--- src/rtl/eeprom_arbiter.sv ---
// Round-robin arbiter sharing one EEPROM_WR serial controller between two requesters.
// Owns the controller's strobe/address/data side and enforces a post-write recovery gap.
module eeprom_arbiter #(
    parameter int TIMEOUT = 4096,
    parameter int WR_GAP  = 1024,
    parameter int CW      = 13
) (
    input  logic        CLK,
    input  logic        RESET,
    input  logic        REQ0,
    input  logic        REQ1,
    input  logic        WE0,
    input  logic        WE1,
    input  logic [10:0] ADDR0,
    input  logic [10:0] ADDR1,
    input  logic [7:0]  WDATA0,
    input  logic [7:0]  WDATA1,
    output logic        DONE0,
    output logic        DONE1,
    output logic        ERR,
    output logic [7:0]  RDATA,
    output logic        BUSY,
    output logic        EE_WR,
    output logic        EE_RD,
    output logic [10:0] EE_ADDR,
    output logic [7:0]  EE_WDATA,
    output logic        EE_DOE,
    input  logic [7:0]  EE_RDATA,
    input  logic        EE_ACK
);

    typedef enum logic [2:0] {
        S_IDLE,
        S_ISSUE,
        S_WAIT_ACK,
        S_DONE,
        S_GAP
    } state_t;

    localparam logic [CW-1:0] TO_LAST  = CW'(TIMEOUT - 1);
    localparam logic [CW-1:0] GAP_LAST = CW'(WR_GAP - 1);

    state_t        r_state;
    state_t        w_next;
    logic          r_last;
    logic          r_win;
    logic          r_we;
    logic [10:0]   r_addr;
    logic [7:0]    r_wdata;
    logic [7:0]    r_rdata;
    logic          r_err;
    logic [CW-1:0] r_cnt;

    logic          w_req;
    logic          w_win;
    logic          w_cnt_sat;

    assign w_req     = REQ0 | REQ1;
    // r_last holds the port served last; with both requesting, the other one wins
    assign w_win     = (REQ0 && REQ1) ? ~r_last : REQ1;
    assign w_cnt_sat = &r_cnt;

    always_ff @(posedge CLK or negedge RESET) begin
        if (!RESET) begin
            r_state <= S_IDLE;
        end else begin
            r_state <= w_next;
        end
    end

    always_comb begin
        w_next = r_state;
        unique case (r_state)
            S_IDLE:     if (w_req) w_next = S_ISSUE;
            S_ISSUE:    w_next = S_WAIT_ACK;
            S_WAIT_ACK: if (EE_ACK || (r_cnt == TO_LAST)) w_next = S_DONE;
            S_DONE:     w_next = (r_we && !r_err) ? S_GAP : S_IDLE;
            S_GAP:      if (r_cnt == GAP_LAST) w_next = S_IDLE;
            default:    w_next = S_IDLE;
        endcase
    end

    always_ff @(posedge CLK or negedge RESET) begin
        if (!RESET) begin
            r_last  <= 1'b1;
            r_win   <= 1'b0;
            r_we    <= 1'b0;
            r_addr  <= '0;
            r_wdata <= '0;
            r_rdata <= '0;
            r_err   <= 1'b0;
            r_cnt   <= '0;
        end else begin
            unique case (r_state)
                S_IDLE: begin
                    if (w_req) begin
                        r_win   <= w_win;
                        r_we    <= w_win ? WE1    : WE0;
                        r_addr  <= w_win ? ADDR1  : ADDR0;
                        r_wdata <= w_win ? WDATA1 : WDATA0;
                    end
                end
                S_ISSUE: r_cnt <= '0;
                S_WAIT_ACK: begin
                    if (!w_cnt_sat) r_cnt <= r_cnt + CW'(1);
                    // an ACK landing on the last timeout cycle still counts as success
                    if (EE_ACK) begin
                        r_err <= 1'b0;
                        if (!r_we) r_rdata <= EE_RDATA;
                    end else if (r_cnt == TO_LAST) begin
                        r_err <= 1'b1;
                    end
                end
                S_DONE: begin
                    r_last <= r_win;
                    r_cnt  <= '0;
                end
                S_GAP: begin
                    if (!w_cnt_sat) r_cnt <= r_cnt + CW'(1);
                end
                default: ;
            endcase
        end
    end

    // Outputs decode straight from the state register so reset clears them asynchronously
    always_comb begin
        BUSY     = (r_state != S_IDLE);
        EE_WR    = (r_state == S_ISSUE) &&  r_we;
        EE_RD    = (r_state == S_ISSUE) && !r_we;
        EE_DOE   = r_we && ((r_state == S_ISSUE) || (r_state == S_WAIT_ACK));
        DONE0    = (r_state == S_DONE) && !r_win;
        DONE1    = (r_state == S_DONE) &&  r_win;
        ERR      = (r_state == S_DONE) &&  r_err;
        RDATA    = r_rdata;
        EE_ADDR  = r_addr;
        EE_WDATA = r_wdata;
    end

endmodule

--- config.mk ---
export PLATFORM = sky130hd
export DESIGN_NAME = eeprom_arbiter
export DESIGN_NICKNAME = d
export VERILOG_FILES = /design/src/rtl/eeprom_arbiter.sv
export SDC_FILE = /design/constraint.sdc
export NUM_CORES = 1
export LEC_CHECK = 0
export CAP_MARGIN = 10
export CORE_MARGIN = 3
export CORE_UTILIZATION = 48
export CTS_BUF_LIST = sky130_fd_sc_hd__clkbuf_16
export DETAILED_ROUTE_END_ITERATION = 16
export GPL_ROUTABILITY_DRIVEN = 0
export GPL_TIMING_DRIVEN = 0
export PLACE_DENSITY = 0.85
export REMOVE_ABC_BUFFERS = 1
export SLEW_MARGIN = 10
export SYNTH_ARGS = -nofsm -noshare
export SYNTH_HDL_FRONTEND = slang
export SYNTH_SLANG_ARGS = --single-unit
--- constraint.sdc ---
create_clock -name CLK -period 3.1 [get_ports CLK]
set_input_delay 0.465 -clock CLK [delete_from_list [all_inputs] [get_ports CLK]]
set_output_delay 0.465 -clock CLK [all_outputs]
set_load 0.03 [all_outputs]
==> key figures, run 1 <==
Run status
  – Outcome: complete, no violations

Power
  – Max VDD drop: 0.561 mV
  – P_sw: 0.00133 W
  – Sequential share of power: about 33%
  – Clock power share: 16.0%
  – Logic pwr share: 51.3%
  – Switch share: between 40% and 50%
  – Leakage: 1.38 nW
  – Internal: 0.00183 W
  – Pwr/cell area: around 930 nW/um^2

Timing
  – Worst clock skew: 0.00561 ns
  – Slew @ Worst Pin: 0.922 ns
  – Setup TNS: 0 ns
  – Slew headroom: 38.5%
  – Period utilization: 88.0%
  – Final min period: 2.73 ns
  – Final WS setup: 0.372 ns
  – Unrepaired setup endpoints after global routing: false
  – Worst hold slack: 0.0665 ns
  – Final Hold Viols: 0
  – Max Clock Freq: 367 MHz
  – Setup violations, final: 0
  – Max Slew Vio Count: 0

Global route
  – GRT Util Overall: 19.1%
  – Vias in the first global route: 1840
  – Initial antenna violation count: 0
  – Grt met1 use: 23.2%
  – Largest net degree at the start of global routing: 41
  – Met3 Usage GRT: 5.80%
  – Grt peak-use layer: met2
  – GRT Residual Overflow: 0
  – First-pass GRT wire length: approximately 8300 um
  – Grt met2 use: 32.6%

Route
  – DR vias/cell: 5.40
  – Remaining DRCs: 0
  – TritonRoute pass-1 iters: 4
  – Final ANT Viol Nets: 0
  – Drt total wl: 5450 um
  – Initial DRC count: 103
  – WL/cell: 14.4 um
  – Via Count: 2042

Worst setup path
  – Crit. End Element: output pin
  – Worst path cell trace: nor2b_1 -> nand2_1 -> nor2_1 -> clkdlybuf4s50_1
  – Reg-to-reg endpoint: r_cnt[9]$_DFFE_PN0P_
  – Slowest CP cell: clkdlybuf4s50_1
  – Delay-heaviest family, CP: buffers and inverters
  – Max FO, Critical Path: 13
  – CP arrival: 2.26 ns
  – Reg2reg path depth: 5
  – R2R setup slack: 0.99 ns
  – Worst path max stage delay: 0.70 ns
  – Worst Path Class, Setup: reg2out
  – Worst path buffer plus inverter count: 1
  – Req. time, crit path: 2.63 ns
  – Worst reg2reg startpoint: r_cnt[0]$_DFFE_PN0P_
  – Type of origin of the critical path: flop

Run
  – Max Cap Violations: 0

Clock network
  – Clk_lat worst skew: 0.28 ns
  – CTS tree: built
  – CTS root buffer: clkbuf_16
  – Sink Count: 47
  – Hold-fix buffers, CTS: 0
  – Max clock buf depth: 2
  – TritonCTS buffer count: 5
  – CTS resizes: 0
  – CTS H-tree lvls: 2
  – Clk slew on worst S/H paths: approximately 0.060 ns
  – Postcts setup bufs: 0

Synth
  – Post-Synth XOR/XNOR Area: 0.751%
  – Unique masters post-synth: 42
  – Post-synth ARST share: 100%
  – Post-Synth Adder-Cell Area: less than 1%
  – Synth Area in Compound Gates: 13.3%
  – Synth Area in Simple Gates: 17.7%
  – Sequential-to-total area share from yosys stat: 50.5%
  – Mapped Cells: 230
  – Yosys reg bits: 47
  – Mean post-synth cell area: between 10 and 15 sq um
  – Mux cell area share after synthesis: 13.4%
  – Synth Flop Type: dfrtp_1
  – Post-synth EDFFs: 0
  – Netlist Area Pre-Place: ~2300 sq um
  – Warnings from Yosys: 0
  – Main combinational cell family by area after synthesis: simple AND/OR/NAND/NOR gates

Placed design
  – Post-Place Worst Slack: 0.698 ns
  – Placed cells: 370
  – Port Buffer Count: 86
  – Hpwl dp: between 4000 and 5000 um

Die
  – Initial Util: 51.4%
  – Site row count: 24
  – Die Y: roughly 76 um
  – Core area: 4530 sq um
  – Die Footprint: 5730 sq um
  – Ports: 87
  – Die X: 75.7 um

Layout
  – ANT cells: 0
  – Post-layout util: around three quarters
  – Ratio of cells with drive above 1 in the final layout: under 10%
  – Nets@finish: 366
  – Post-route insts no fill: 378
  – Area Overhead vs Synth: 45.5%

Hold path
  – Worst min path class: in2async
stage by stage:
stage / total power (W) / cell area [sq um]
2_1_floorplan: 0.00199 / 2260
3_3_place_gp: 0.00262 / 3200
3_5_place_dp: 0.00267 / 3260
4_1_cts: 0.00319 / 3390
5_1_grt: 0.00336 / 3390
6_report: 0.00316 / 3390
synth_stat cells, types with 2 or more instances:
| cell type | instances | area, sq um |
|---|---|---|
| nand2b_1 | 4 | 25.0 |
| a21oi_1 | 24 | 120 |
| nand2_1 | 10 | 37.5 |
| mux2i_1 | 21 | 210 |
| buf_2 | 10 | 50.1 |
| a41oi_1 | 2 | 17.5 |
| nand4_1 | 2 | 12.5 |
| dfrtp_1 | 46 | 1150 |
| nor3_1 | 5 | 25.0 |
| nor4_1 | 4 | 25.0 |
| a31oi_1 | 10 | 62.6 |
| o21ai_0 | 6 | 30.0 |
| inv_1 | 6 | 22.5 |
| nor3b_1 | 2 | 15.0 |
| nand3_1 | 9 | 45.0 |
| nor2b_1 | 2 | 12.5 |
| xnor2_1 | 2 | 17.5 |
| and3_1 | 2 | 12.5 |
| mux2_2 | 9 | 101 |
| nor2_2 | 3 | 18.8 |
| nor2_1 | 30 | 113 |
state kept, by name (all words and copies together), names as in the netlist:
register	count
r_cnt	13
EE_ADDR	11
EE_WDATA	8
RDATA	8
r_state	3
r_err	1
r_last	1
r_we	1
r_win	1
placed cells by master (no fill, tap or decap), types with 2 or more instances in the layout:
master | synthesis | layout
clkbuf_16 | 0 | 5
clkdlybuf4s50_1 | 0 | 85
buf_12 | 0 | 2
a21oi_1 | 24 | 24
a31oi_1 | 10 | 10
nor4_1 | 4 | 4
nor2b_1 | 2 | 2
nand2_1 | 10 | 10
nor3b_1 | 2 | 2
nand3_1 | 9 | 9
nand2b_1 | 4 | 4
nor2_2 | 3 | 2
dfrtp_1 | 46 | 46
and3_1 | 2 | 2
xnor2_1 | 2 | 2
a41oi_1 | 2 | 2
o21ai_0 | 6 | 6
inv_1 | 6 | 7
nor2_1 | 30 | 30
mux2i_1 | 21 | 21
nand4_1 | 2 | 2
mux2_2 | 9 | 9
nor3_1 | 5 | 5
layout make-up:
cell class | instances | area [sq um]
flip-flops and latches | 47 | 1180
fillers | 321 | 1140
multi-input cells | 164 | 1080
repair buffers | 88 | 896
clock buffers | 5 | 125
well taps | 65 | 81.3
inverters | 6 | 22.5
clock inverters | 3 | 12.5
cell families (layout without fill, tap and decap cells):
kind of cell	after synthesis	count (layout)
buf+inv	19	102
mux	30	30
fa+ha+maj	1	1
compound gates	51	51
simple gates	80	80
flops	47	47
xor+xnor	2	2
worst max path at each step:
stage,from,cells past startpoint,end
after CTS,r_state[0]$_DFFE_PN0P_,4,DONE0
final,r_state[0]$_DFFE_PN0P_,4,DONE0
after floorplan,REQ1,3,EE_ADDR[0]$_DFFE_PN0P_
after global routing,r_state[0]$_DFFE_PN0P_,4,DONE0
after detailed placement,r_state[0]$_DFFE_PN0P_,4,DONE0
after global placement,REQ1,4,EE_ADDR[3]$_DFFE_PN0P_
power by group through the flow:
stage | sequential [W] | combinational (W) | clock [W]
2_1_floorplan | 0.00136 | 0.000635 | 0
3_3_place_gp | 0.00103 | 0.00160 | 0
3_5_place_dp | 0.00104 | 0.00163 | 0
4_1_cts | 0.00103 | 0.00164 | 0.000514
5_1_grt | 0.00106 | 0.00175 | 0.000547
6_report | 0.00103 | 0.00162 | 0.000504
layer usage:
metal  vias to the layer above  part of all wire [%]
met2                        69                    52
met3                         8                   6.4
met5                         -                     0
li1                        997                     -
met1                       968                    40
met4                         0                   1.4
Note: power is estimated with default switching activity, not from simulation.
==> inputs of run 2 (changes only) <==
- clock period: 3.1 -> 3.3 ns (I/O delays scaled with it)
==> results of run 2 <==
The final DEF is identical to that of run 1. Status: complete, no violations.
Among the figures that moved: setup slack after placement 0.698 ns -> 0.868 ns; setup slack after layout 0.372 ns -> 0.542 ns; hold slack 0.0665 ns -> 0.0965 ns; register-to-register setup slack 0.99 ns -> 1.19 ns; total power 0.00316 W -> 0.00297 W; worst IR drop on VDD 0.561 mV -> 0.527 mV
==> inputs of run 3 (changes only) <==
- CORE_UTILIZATION: 48 -> 40
- PLACE_DENSITY: 0.85 -> 0.75
- clock period: 3.3 -> 2.35 ns (I/O delays scaled with it)
==> run 3 against run 2 <==
Against the previous run: combinational power is 41% higher; worst setup slack worse by 0.39 ns; cell count is 1.9% higher; global-route usage is 2.3 points lower; via count is 2.3% lower; clock skew is 0.0035 ns lower; power is 45% higher; worst hold slack worse by 0.074 ns; cell area is 1.4% higher; non-clock buffer count stayed put; routed wire length is 3.1% higher; highest routed layer unchanged.
==> key figures, run 3 (synthesis results as in run 1) <==
Run status
  – Outcome: complete, no violations

Timing
  – Worst clock skew: 0.00211 ns
  – Setup TNS: 0 ns
  – Max Slew Vio Count: 0
  – Slew headroom: 35.4%
  – Final min period: 2.19 ns
  – Unrepaired setup endpoints after global routing: false
  – Final Hold Viols: 0
  – Max Clock Freq: 456 MHz
  – Slew @ Worst Pin: 0.969 ns
  – Period utilization: 93.4%
  – Setup violations, final: 0

Route
  – Via Count: 1996
  – Remaining DRCs: 0
  – WL/cell: 14.6 um
  – Final ANT Viol Nets: 0
  – Drt total wl: approximately 5600 um
  – TritonRoute pass-1 iters: 5
  – Initial DRC count: around 120
  – DR vias/cell: 5.18

Placed design
  – Placed cells: 377
  – Dpl cell area: roughly 3300 sq um
  – Port Buffer Count: 86
  – Hpwl dp: about 4200 um

Hold path
  – Worst min path class: in2async

Die
  – Ports: 87
  – Die Footprint: 6780 sq um
  – Core area: 5570 sq um
  – Die Y: 82.4 um
  – Die X: 82.4 um
  – Initial Util: 41.8%
  – Site row count: 27

Worst setup path
  – Type of origin of the critical path: flop
  – Req. time, crit path: 2.00 ns
  – Worst path max stage delay: 0.62 ns
  – Worst path cell trace: or3_4 -> clkdlybuf4s50_1
  – Worst Path Class, Setup: reg2out
  – CP arrival: 1.84 ns
  – Worst path buffer plus inverter count: 1
  – Crit. End Element: output pin
  – WP depth: 2
  – Slowest CP cell: clkdlybuf4s50_1
  – Reg2reg path depth: 5
  – Max FO, Critical Path: 9
  – Delay-heaviest family, CP: buffers and inverters

Layout
  – Post-layout util: 61.7%
  – Area Overhead vs Synth: 47.5%
  – ANT cells: 0
  – Reg with most FFs: r_cnt
  – Post-route insts no fill: 385
  – Filler cells: 472
  – Nets@finish: 366
  – Most common cell after layout, fill and taps aside: clkdlybuf4s50_1
  – Number of flip-flops in the largest register: 13
  – Finished Cell Area: approximately 3400 sq um
  – Ratio of cells with drive above 1 in the final layout: ~9.9%
  – Commonest non-fill, non-tap cells in the layout: clkdlybuf4s50_1 (80), dfrtp_1 (44), nor2_1 (30), a21oi_1 (24), mux2i_1 (21)

Power
  – Pwr/cell area: 1250 nW/um^2
  – Max VDD drop: 0.690 mV
  – Leakage: 1.45 nW
  – Power Total: 0.00429 W

Clock network
  – Max clock buf depth: 2
  – Clk_lat worst skew: 0.28 ns
  – Clk slew on worst S/H paths: ~0.06 ns
  – CTS tree: built
  – Postcts setup bufs: 0
  – Sink Count: 47
  – CTS resizes: 5
  – Hold-fix buffers, CTS: 0
  – CTS H-tree lvls: 2
  – TritonCTS buffer count: 5
  – CTS root buffer: clkbuf_16

Global route
  – Vias in the first global route: 1931
  – GRT Residual Overflow: 0
  – Initial antenna violation count: 0
  – GRT Util Overall: between 10% and 20%
  – First-pass GRT wire length: 8780 um
  – Largest net degree at the start of global routing: 41

Run
  – Max Cap Violations: 0
-- run 3: where the power goes --
group          internal [W]  switching (W)  total, W
Sequential          0.00113       0.000242   0.00137
Combinational      0.000905        0.00123   0.00214
Clock              0.000494       0.000288  0.000783
Total               0.00252        0.00176   0.00429
-- run 3: area by class of cell --
cell class	instances	area, sq um	area share [%]
clock buffer	5	125	3.64
tap	72	90.1	2.62
sequential	47	1180	34.3
clock inverter	3	37.5	1.09
timing repair buffer	88	905	26.3
multi-input combinational	164	1080	31.4
inverter	6	22.5	0.655
-- run 3: routing by layer --
layer  part of all wire (%)  up-vias  global-route usage, %  wire length, um
met4                    1.6        0                   6.64               91
met1                     41      941                   20.1             2300
li1                       -      992                      -                -
met3                    5.7        9                   4.56              322
met5                      0        -                      0                0
met2                     52       54                   28.6             2900
-- run 3: worst reg2reg max path: stages (launching register included) --
cell	delay (ns)
dfrtp_1	0.40
ha_1	0.26
nand4_1	0.27
nor4_1	0.10
o22ai_1	0.74
a31oi_1	0.21
-- run 3: final timing paths --
check	end	slack [ns]	start
setup reg to reg	r_cnt[7]$_DFFE_PN0P_	0.21	r_cnt[0]$_DFFE_PN0P_
hold / removal	EE_ADDR[9]$_DFFE_PN0P_	0.02	RESET
hold reg to reg	r_cnt[0]$_DFFE_PN0P_	0.51	r_cnt[0]$_DFFE_PN0P_
setup / recovery	BUSY	0.16	r_state[2]$_DFFE_PN0P_
max in group asynchronous	r_last$_DFFE_PN1P_	1.75	RESET
min in group CLK	r_cnt[0]$_DFFE_PN0P_	0.51	r_cnt[0]$_DFFE_PN0P_
-- run 3: through the flow --
step | hold WS, ns | worst slack, ns
after global placement | 0.490 | -1.08
after CTS | 0.0368 | 0.00383
after detailed placement | 0.339 | 0.0626
final | 0.0226 | 0.156
after global routing | 0.0444 | 0.0205
after floorplan | 0.0569 | 0.0110
